--- src/rtl/move_parser_if.sv ---
// Byte-in / move-out handshake bundle for move_parser.
// master = parser side (byte consumer, move initiator); slave = environment side.
interface move_parser_if #(
  parameter int DIST_W = 16
);
  logic              in_valid;
  logic [7:0]        in_data;
  logic              in_ready;
  logic              out_valid;
  logic              out_direction;
  logic [DIST_W-1:0] out_distance;
  logic              out_ready;

  modport master (
    input  in_valid, in_data, out_ready,
    output in_ready, out_valid, out_direction, out_distance
  );

  modport slave (
    output in_valid, in_data, out_ready,
    input  in_ready, out_valid, out_direction, out_distance
  );
endinterface

--- src/rtl/move_parser.sv ---
// Parses ASCII rotation records ("L68\n", "R1204\r\n") into (direction, distance) moves.
// Optional MOVE_PARSER_ERR_CNT_EN adds a saturating err_count output.
module move_parser #(
  parameter int DIST_W = 16,
  parameter int CNT_W  = 16
) (
  input  logic             clk,
  input  logic             rst,
  move_parser_if.master    bus,
  output logic [CNT_W-1:0] move_count,
`ifdef MOVE_PARSER_ERR_CNT_EN
  output logic [CNT_W-1:0] err_count,
`endif
  output logic             err
);

  localparam int WIDE = DIST_W + 4;

  typedef enum logic [1:0] {IDLE, DIGITS, SKIP, HOLD} state_t;

  state_t            state;
  logic              dir;
  logic              have_digit;
  logic              sat;
  logic [DIST_W-1:0] acc;

  logic              byte_fire;
  logic              is_digit;
  logic [WIDE-1:0]   acc_x10;
  logic              acc_ovf;
  logic [DIST_W-1:0] acc_next;

  // acc*10 + digit at DIST_W+4 bits; anything above DIST_W bits is overflow.
  always_comb begin
    byte_fire = bus.in_valid && bus.in_ready;
    is_digit  = (bus.in_data >= 8'h30) && (bus.in_data <= 8'h39);
    acc_x10   = ({4'b0, acc} << 3) + ({4'b0, acc} << 1) + WIDE'(bus.in_data[3:0]);
    acc_ovf   = |acc_x10[WIDE-1:DIST_W];
    acc_next  = acc_ovf ? {DIST_W{1'b1}} : acc_x10[DIST_W-1:0];
  end

  always_ff @(posedge clk or posedge rst) begin
    if (rst) begin
      state             <= IDLE;
      bus.in_ready      <= 1'b1;
      bus.out_valid     <= 1'b0;
      bus.out_direction <= 1'b0;
      bus.out_distance  <= '0;
      move_count        <= '0;
      err               <= 1'b0;
      dir               <= 1'b0;
      have_digit        <= 1'b0;
      sat               <= 1'b0;
      acc               <= '0;
    end else begin
      err <= 1'b0;
      case (state)
        IDLE: if (byte_fire) begin
          case (bus.in_data)
            8'h4C, 8'h52: begin
              dir        <= (bus.in_data == 8'h52);
              acc        <= '0;
              have_digit <= 1'b0;
              sat        <= 1'b0;
              state      <= DIGITS;
            end
            8'h0A, 8'h0D, 8'h20: ;
            default: begin
              err   <= 1'b1;
              state <= SKIP;
            end
          endcase
        end
        DIGITS: if (byte_fire) begin
          if (is_digit) begin
            acc        <= acc_next;
            have_digit <= 1'b1;
            // Saturation is reported once per record, not once per extra digit.
            if (acc_ovf && !sat) begin
              sat <= 1'b1;
              err <= 1'b1;
            end
          end else if (bus.in_data == 8'h0D) begin
            // carriage return before the newline is tolerated
          end else if (bus.in_data == 8'h0A) begin
            if (have_digit) begin
              bus.out_valid     <= 1'b1;
              bus.out_direction <= dir;
              bus.out_distance  <= acc;
              bus.in_ready      <= 1'b0;
              state             <= HOLD;
            end else begin
              err   <= 1'b1;
              state <= IDLE;
            end
          end else begin
            err   <= 1'b1;
            state <= SKIP;
          end
        end
        SKIP: if (byte_fire && bus.in_data == 8'h0A) state <= IDLE;
        HOLD: if (bus.out_ready) begin
          bus.out_valid <= 1'b0;
          move_count    <= move_count + 1'b1;
          bus.in_ready  <= 1'b1;
          state         <= IDLE;
        end
        default: state <= IDLE;
      endcase
    end
  end

`ifdef MOVE_PARSER_ERR_CNT_EN
  always_ff @(posedge clk or posedge rst) begin
    if (rst)                      err_count <= '0;
    else if (err && !(&err_count)) err_count <= err_count + 1'b1;
  end
`endif

endmodule

--- src/flat_wrapper.sv ---
// flat-port wrapper written by rule: the top's interface ports become plain ports
module move_parser_flat 
#(
  parameter int DIST_W = 16,
  parameter int CNT_W  = 16
)
  (clk, rst, move_count, err, bus_in_valid, bus_in_data, bus_out_ready, bus_in_ready, bus_out_valid, bus_out_direction, bus_out_distance);
  move_parser_if #(.DIST_W(DIST_W)) bus_i ();
  input  logic clk;
  input  logic rst;
  output logic [CNT_W-1:0] move_count;
  output logic err;
  input wire logic [$bits(bus_i.in_valid)-1:0] bus_in_valid;
  input wire logic [$bits(bus_i.in_data)-1:0] bus_in_data;
  input wire logic [$bits(bus_i.out_ready)-1:0] bus_out_ready;
  output wire logic [$bits(bus_i.in_ready)-1:0] bus_in_ready;
  output wire logic [$bits(bus_i.out_valid)-1:0] bus_out_valid;
  output wire logic [$bits(bus_i.out_direction)-1:0] bus_out_direction;
  output wire logic [$bits(bus_i.out_distance)-1:0] bus_out_distance;
  assign bus_i.in_valid = bus_in_valid;
  assign bus_i.in_data = bus_in_data;
  assign bus_i.out_ready = bus_out_ready;
  assign bus_in_ready = bus_i.in_ready;
  assign bus_out_valid = bus_i.out_valid;
  assign bus_out_direction = bus_i.out_direction;
  assign bus_out_distance = bus_i.out_distance;
  move_parser #(.DIST_W(DIST_W), .CNT_W(CNT_W)) u_core (.clk(clk), .rst(rst), .bus(bus_i), .move_count(move_count), .err(err));
endmodule
--- config.mk ---
export PLATFORM = sky130hd
export DESIGN_NAME = move_parser_flat
export DESIGN_NICKNAME = d
export VERILOG_FILES = /design/src/rtl/move_parser_if.sv /design/src/rtl/move_parser.sv /design/src/flat_wrapper.sv
export SDC_FILE = /design/constraint.sdc
export NUM_CORES = 1
export LEC_CHECK = 0
export BUFFER_PORTS_ARGS = -buffer_cell sky130_fd_sc_hd__buf_4
export CAP_MARGIN = 10
export CORE_UTILIZATION = 40
export CTS_CLUSTER_SIZE = 20
export DETAILED_ROUTE_END_ITERATION = 10
export GPL_TIMING_DRIVEN = 0
export PLACE_DENSITY = 0.64
export SLEW_MARGIN = 20
export SYNTH_ARGS = -nofsm -noshare
export SYNTH_HDL_FRONTEND = slang
export SYNTH_SLANG_ARGS = --single-unit
--- constraint.sdc ---
create_clock -name clk -period 4.7 [get_ports clk]
set_clock_uncertainty 0.05 [all_clocks]
set_input_delay 0.47 -clock clk [delete_from_list [all_inputs] [get_ports clk]]
set_output_delay 0.47 -clock clk [all_outputs]
set_load 0.05 [all_outputs]
==> summary.md, run 1 <==
| Metric | Value |
|---|---|
| Final hold violations | 0 |
| Worst Max-Slew Pin Slew | approximately 0.93 ns |
| FF+latch area | 0.00143 mm2 |
| Vias in the first global route | roughly 2,800 |
| Final setup fails | 0 |
| DR vias | about 2,800 |
| CP required | 4.86 ns |
| R2R setup slack | 1.06 ns |
| Area delta synth->final | 21.6% |
| Post-route setup slack | 1.06 ns |
| Worst setup SP type | flip-flop |
| Starting Density | between 40% and 50% |
| Multi-input combinational cell area | approximately 0.0021 mm2 |
| Vert. Die Dim | a little under 100 um |
| Layout net count | roughly 450 |
| CORE AREA | just under 0.009 mm2 |
| Via density | between 5 and 6 |
| CTS tree | done |
| Initial antenna violation count | 0 |
| Register area share after synthesis | 39.6% |
| GPL Wtd Cong | 0.827 |
| Post-layout min period | 3.64 ns |
| 1st-iter DRT viols | between 100 and 150 |
| Worst reg2reg startpoint | u_core.acc[0] |
| Port Buffers | 47 |
| Cell internal pwr | 0.000862 W |
| Pleak | between 2 and 2.5 nW |
| Place WS | ~0.9 ns |
| Final setup TNS | 0 ns |
| Most frequent cell after synthesis | dfrtp_1 |
| Top cell type's share of synthesized area | ~40% |
| ANT nets after route | 0 |
| First-pass GRT wire length | around 14 mm |
| Total power | approximately 0.0011 W |
| Status | completed |
| DRT Pass-1 Iters | 4 |
| Util after Layout | 50.2% |
| EDFF count, synth | 0 |
| Worst r2r dst | u_core.acc[8] |
| Antenna Cells | 0 |
| Placed cells | about 500 |
| Largest area contributor in the netlist | dfrtp_1 |
| Ys Warns | 0 |
| Io pins | 48 |
| Asr flop ratio synth | 100% |
| Pin count of the biggest net entering global routing | 50 |
| Pwr Density | between 200 and 300 mW/mm2 |
| Post-Syn Instances | between 300 and 400 |
| Max FO, Critical Path | 10 |
| Final WL | 7.91 mm |
| Clk_lat worst skew | between 0.3 and 0.4 ns |
| Syn_nets | ~400 |
| Count of different cell masters after synthesis | 53 |
| Fmax | about 0.27 GHz |
| Worst setup path start | u_core.acc[0] |
| Fillcell total | 808 |
| Logic pwr share | approximately 3.1% |
| Net Sw Frac | 22.0% |
| Wire per inst | 15.2 um |
| Seq pwr share | between 40% and 50% |
| Max Cap Viol | 0 |
| Avg Cell Area, Syn | 10.4 um2 |
| Final Non-Filler Cells | 519 |
| Total die area | 0.00939 mm2 |
| Ranking of synthesized cells by area | dfrtp_1 39%, ha_1 11%, a21oi_1 5.7% |
| Ys flop type | dfrtp_1 |
| Chip Width | a little under 100 um |
| TritonCTS buffer count | 9 |
| Layout cells sized above 1 | 21.7% |
| H-tree depth | 3 |
| Clock power frac | ~53% |
| Resized cells post-CTS | 0 |
| Worst Hold Class | input port to flip-flop |
| Std cell rows | 34 |
| Root Buffer | clkbuf_8 |
| Reg2reg path depth | 10 |
| Rel. slew slack | a little under two fifths |
| Period utilisation layout | slightly below 80% |
| CTS Hold Bufs | 1 |
| DP HPWL | 5.78 mm |
| Clock sink total | 57 |
| Critical path endpoint category | flip-flop |
| Post-CTS setup buffer count | 0 |
| Number of synthesized register bits | 57 |
| Number of remaining DRC errors | 0 |
| Slew Viols, Final | 0 |
| Final global-route overflow total | 0 |
| Crit Path Category | flip-flop to flip-flop |
| Total track usage | between 15 and 20% |
| Worst-path clk slew | roughly 0.07 ns |
| Psw | about 0.00024 W |
| Crit path DAT | 3.80 ns |
| Post-synth top cells | 56 x dfrtp_1, 41 x a21oi_1, 32 x ha_1, 26 x nand2_1, 19 x nor2_1 |
| RSZ-0062 raised after global routing | false |
| CP endpoint | u_core.acc[8] |
| Worst vdd ir | 0.180 mV |
| Mapped cell area | ~0.0036 mm2 |
| Clk buf depth | 2 |
-- cell families (layout without fill, tap and decap cells) --
logic type      Yosys count  count (layout)  share of synthesized area [%]
fa+ha+maj                34              34                           12.2
xor+xnor                 27              27                           6.57
buf+inv                  21              86                           2.64
compound gates           97              97                           19.3
flops                    57              57                           39.6
simple gates             90              90                           13.1
mux                      20              20                           6.53
-- worst max-delay path, stage by stage (launching register included) --
cell      delay (ns)
dfrtp_1         0.45
fa_1            0.50
ha_1            0.32
a211oi_1        0.35
o21ai_2         0.15
a211oi_2        0.32
o21ai_1         0.13
mux2i_1         0.18
nor4_4          0.56
clkbuf_4        0.37
a31oi_2         0.11
-- routing by layer --
layer  global-route usage [%]  part of all wire (%)  vias up
li1                         -                     -     1397
met1                     23.1                    47     1350
met2                     29.6                    49       60
met3                     4.77                   3.6        8
met4                     4.59                  0.78        0
met5                        0                     0        -
-- registers in the layout, indices dropped and copies added (netlist names) --
| register | cells |
|---|---|
| u_core.dir | 1 |
| u_core.bus.out_valid | 1 |
| u_core.bus.out_direction | 1 |
| u_core.state | 2 |
| u_core.bus.in_ready | 1 |
| u_core.move_count | 16 |
| u_core.err | 1 |
| u_core.bus.out_distance | 16 |
| u_core.acc | 16 |
| u_core.sat | 1 |
| u_core.have_digit | 1 |
-- worst min path at each step --
stage | startpoint | depth (start not counted) | end
after detailed placement | rst | 2 | u_core.move_count[8]
final | bus_out_ready | 3 | u_core.bus.in_ready
after global routing | bus_out_ready | 3 | u_core.bus.in_ready
after floorplan | u_core.dir | 1 | u_core.bus.out_direction
after global placement | u_core.move_count[15] | 1 | u_core.move_count[15]
after CTS | bus_out_ready | 3 | u_core.bus.in_ready
-- cell type report --
cell class	instances	area share, %
inverters	11	1.00
clock buffers	9	2.83
clock inverters	7	2.86
well taps	108	3.09
plain buffers	10	1.23
flip-flops and latches	57	32.6
multi-input cells	268	47.5
repair buffers	49	8.92
-- through the flow --
stage	hold WS (ns)	instance area (um2)
6_report	0.413	4380
5_1_grt	0.432	4380
4_1_cts	0.402	4380
3_5_place_dp	0.335	4120
3_3_place_gp	0.414	4090
2_1_floorplan	0.410	3600
-- cell usage in the layout (no fill, tap or decap), drive strengths merged, types with 12 or more instances in the layout --
cell	netlist	final
xnor2	18	18
a31oi	16	16
mux2	18	18
nand3	12	12
buf	2	50
dfrtp	56	56
nand2	26	26
a21oi	41	41
clkbuf	8	17
nor2	19	19
ha	32	32
inv	11	14
-- power groups by stage --
stage | clock network, W | registers [W] | logic (W)
floorplan | 0 | 0.000500 | 0.0000151
global placement | 0 | 0.000500 | 0.0000305
detailed placement | 0 | 0.000500 | 0.0000345
CTS | 0.000594 | 0.000490 | 0.0000354
global route | 0.000618 | 0.000490 | 0.0000387
finish | 0.000581 | 0.000490 | 0.0000343
Power figures use the tool's default switching activity.
==> run 2: changes to the inputs <==
==> constraint.sdc (replaced) <==
create_clock -name clk -period 3.5 [get_ports clk]
set_clock_uncertainty 0.05 [all_clocks]
set_input_delay 0.35 -clock clk [delete_from_list [all_inputs] [get_ports clk]]
set_output_delay 0.35 -clock clk [all_outputs]
set_load 0.05 [all_outputs]
==> run 2 against run 1 <==
Wire length increased by 1.6%. Via count increased by 1.7%. Fmax increased by 10%. Combinational power increased by 35%. Clock-buffer cell count unchanged. Hold slack got worse by 0.13 ns. First-iteration DRC count increased by 1.4%. Setup slack got worse by 0.87 ns. Highest routed layer unchanged.
==> summary.md, run 2 (same netlist as run 1, synthesis figures left out) <==
| Metric | Value |
|---|---|
| Clk buf depth | 2 (unchanged) |
| Worst Max-Slew Pin Slew | 0.951 ns (was 0.927 ns) |
| Max FO, Critical Path | 10 (unchanged) |
| Final setup fails | 0 (unchanged) |
| Rel. slew slack | 36.1% (was 37.7%) |
| CORE AREA | 0.00872 mm2 (unchanged) |
| Worst Hold Class | input port to flip-flop (unchanged) |
| CP required | 3.67 ns (was 4.86 ns) |
| Via density | 5.48 (was 5.42) |
| Total die area | 0.00939 mm2 (unchanged) |
| DP Area | 0.00412 mm2 (unchanged) |
| Total track usage | 18.0% (was 17.9%) |
| Final hold violations | 0 (unchanged) |
| Root Buffer | clkbuf_8 (unchanged) |
| Layout cells sized above 1 | 22.9% (was 21.7%) |
| Initial antenna violation count | 0 (unchanged) |
| Hold depth | 3 (unchanged) |
| Pin count of the biggest net entering global routing | 50 (unchanged) |
| Worst Hold Launch | bus_out_ready (unchanged) |
| Worst vdd ir | 0.246 mV (was 0.180 mV) |
| Crit path DAT | 3.48 ns (was 3.80 ns) |
| Commonest non-fill, non-tap cell in the layout | dfrtp_1 (unchanged) |
| DR vias | 2,862 (was 2,815) |
| Min Hold Slack | 0.285 ns (was 0.413 ns) |
| DP HPWL | 5.78 mm (unchanged) |
| Final WL | 8.03 mm (was 7.91 mm) |
| Worst reg2reg startpoint | u_core.acc[2] (was u_core.acc[0]) |
| Reg2reg path depth | 11 (was 10) |
| Final global-route overflow total | 0 (unchanged) |
| Pleak | 2.19 nW (was 2.18 nW) |
| Starting Density | 41.3% (unchanged) |
| Clk_lat worst skew | 0.35 ns (was 0.34 ns) |
| Finished layout cell area | 0.00442 mm2 (was 0.00438 mm2) |
| Critical path endpoint category | flip-flop (unchanged) |
| Clock sink total | 57 (unchanged) |
| GPL Wtd Cong | 0.827 (unchanged) |
| Worst r2r dst | u_core.acc[7] (was u_core.acc[8]) |
| Status | completed (unchanged) |
| Post-layout min period | 3.31 ns (was 3.64 ns) |
| Wire per inst | 15.4 um (was 15.2 um) |
| CTS tree | done (unchanged) |
| Max Cap Viol | 0 (unchanged) |
| First-pass GRT wire length | 13.7 mm (was 13.6 mm) |
| Hold EP | u_core.bus.in_ready (unchanged) |
| RSZ-0062 raised after global routing | false (unchanged) |
| Worst setup SP type | flip-flop (unchanged) |
| Most frequent cells in the layout | 56 x dfrtp_1, 50 x buf_4, 41 x a21oi_1 (was 56 x dfrtp_1, 47 x buf_4, 41 x a21oi_1) |
| Number of remaining DRC errors | 0 (unchanged) |
| Antenna Cells | 0 (unchanged) |
| Crit Path Category | flip-flop to flip-flop (unchanged) |
| Worst-path clk slew | 0.08 ns (was 0.07 ns) |
| Port Buffers | 47 (unchanged) |
| ANT nets after route | 0 (unchanged) |
| Vias in the first global route | 2,841 (was 2,784) |
| R2R setup slack | 0.19 ns (was 1.06 ns) |
| Std cell rows | 34 (unchanged) |
| Pwr Density | 338 mW/mm2 (was 253 mW/mm2) |
| Io pins | 48 (unchanged) |
| Layout net count | 455 (was 452) |
| Util after Layout | 50.7% (was 50.2%) |
| DRT Pass-1 Iters | 5 (was 4) |
| Fmax | 0.302 GHz (was 0.275 GHz) |
| Slew Viols, Final | 0 (unchanged) |
| H-tree depth | 3 (unchanged) |
| Vert. Die Dim | 96.9 um (unchanged) |
| Period utilisation layout | 94.5% (was 77.5%) |
| Place WS | -0.182 ns (was 0.898 ns) |
| Chip Width | 96.9 um (unchanged) |
| Registers with the most flip-flops | u_core.acc: 16 flops, u_core.bus.out_distance: 16 flops, u_core.move_count: 16 flops (unchanged) |
| Post-route setup slack | 0.192 ns (was 1.06 ns) |
| Area delta synth->final | 22.8% (was 21.6%) |
| TritonCTS buffer count | 9 (unchanged) |
| 1st-iter DRT viols | 147 (was 145) |
-- run 2: changes by cell type in the layout (fill, tap and decap cells not counted), sizes merged --
cell / delta
buf: +3
-- run 2: worst max-delay path by stage --
stage | endpoint | slack (ns) | startpoint
after global placement | u_core.acc[7] | -0.16 | bus_in_data[3]
after detailed placement | u_core.acc[8] | -0.18 | bus_in_data[3]
after CTS | u_core.acc[8] | 0.08 | u_core.acc[2]
after floorplan | u_core.acc[0] | 0.37 | u_core.acc[0]
final | u_core.acc[7] | 0.19 | u_core.acc[2]
after global routing | u_core.acc[8] | 0.02 | u_core.acc[0]
-- run 2: metal layers --
metal	share of wire, %	GRT usage (%)
met1	46	22.8
met3	4.0	4.84
met2	48	29.7
met4	2.0	6.08
met5	0	0
-- run 2: cell type report --
class	count	area (um2)
Sequential cell	57	1430
Fill cell	804	4300
Multi-Input combinational cell	268	2100
Clock inverter	7	125
Timing Repair Buffer	52	413
Tap cell	108	135
Clock buffer	9	124
Buffer	10	53.8
Inverter	11	43.8
-- run 2: repair_timing --
item | 4_1_cts | 5_1_grt
resized for setup | 0 | 4
setup endpoints to repair | 10 | 17
cloned | 0 | 0
pin swaps | 1 | 0
hold buffers | 1 | 0
endpoints found under the hold margin | 8 | 0
buffers inserted | 3 | 0
-- run 2: worst max-delay path, stage by stage, from the launching register on --
cell and delay [ns]:
dfrtp_1 0.46, fa_1 0.53, inv_1 0.06, fa_1 0.47
nor2b_1 0.18, o211ai_1 0.13, nand2_1 0.15, a211o_1 0.25
a31oi_1 0.17, nor4_4 0.31, clkbuf_4 0.30, a31oi_2 0.11
-- run 2: through the flow --
stage          power [W]  TNS (ns)  std cells
2_1_floorplan   0.000691         0        346
3_3_place_gp    0.000712     -1.52        501
3_5_place_dp    0.000717     -1.72        502
4_1_cts          0.00150         0        522
5_1_grt          0.00154         0        522
6_report         0.00149         0        522
-- run 2: power breakdown --
part	switching [W]	total (W)	internal, W
registers	0	0.000658	0.000658
logic	0.0000284	0.0000462	0.0000177
clock network	0.000307	0.000788	0.000481
total	0.000335	0.00149	0.00116
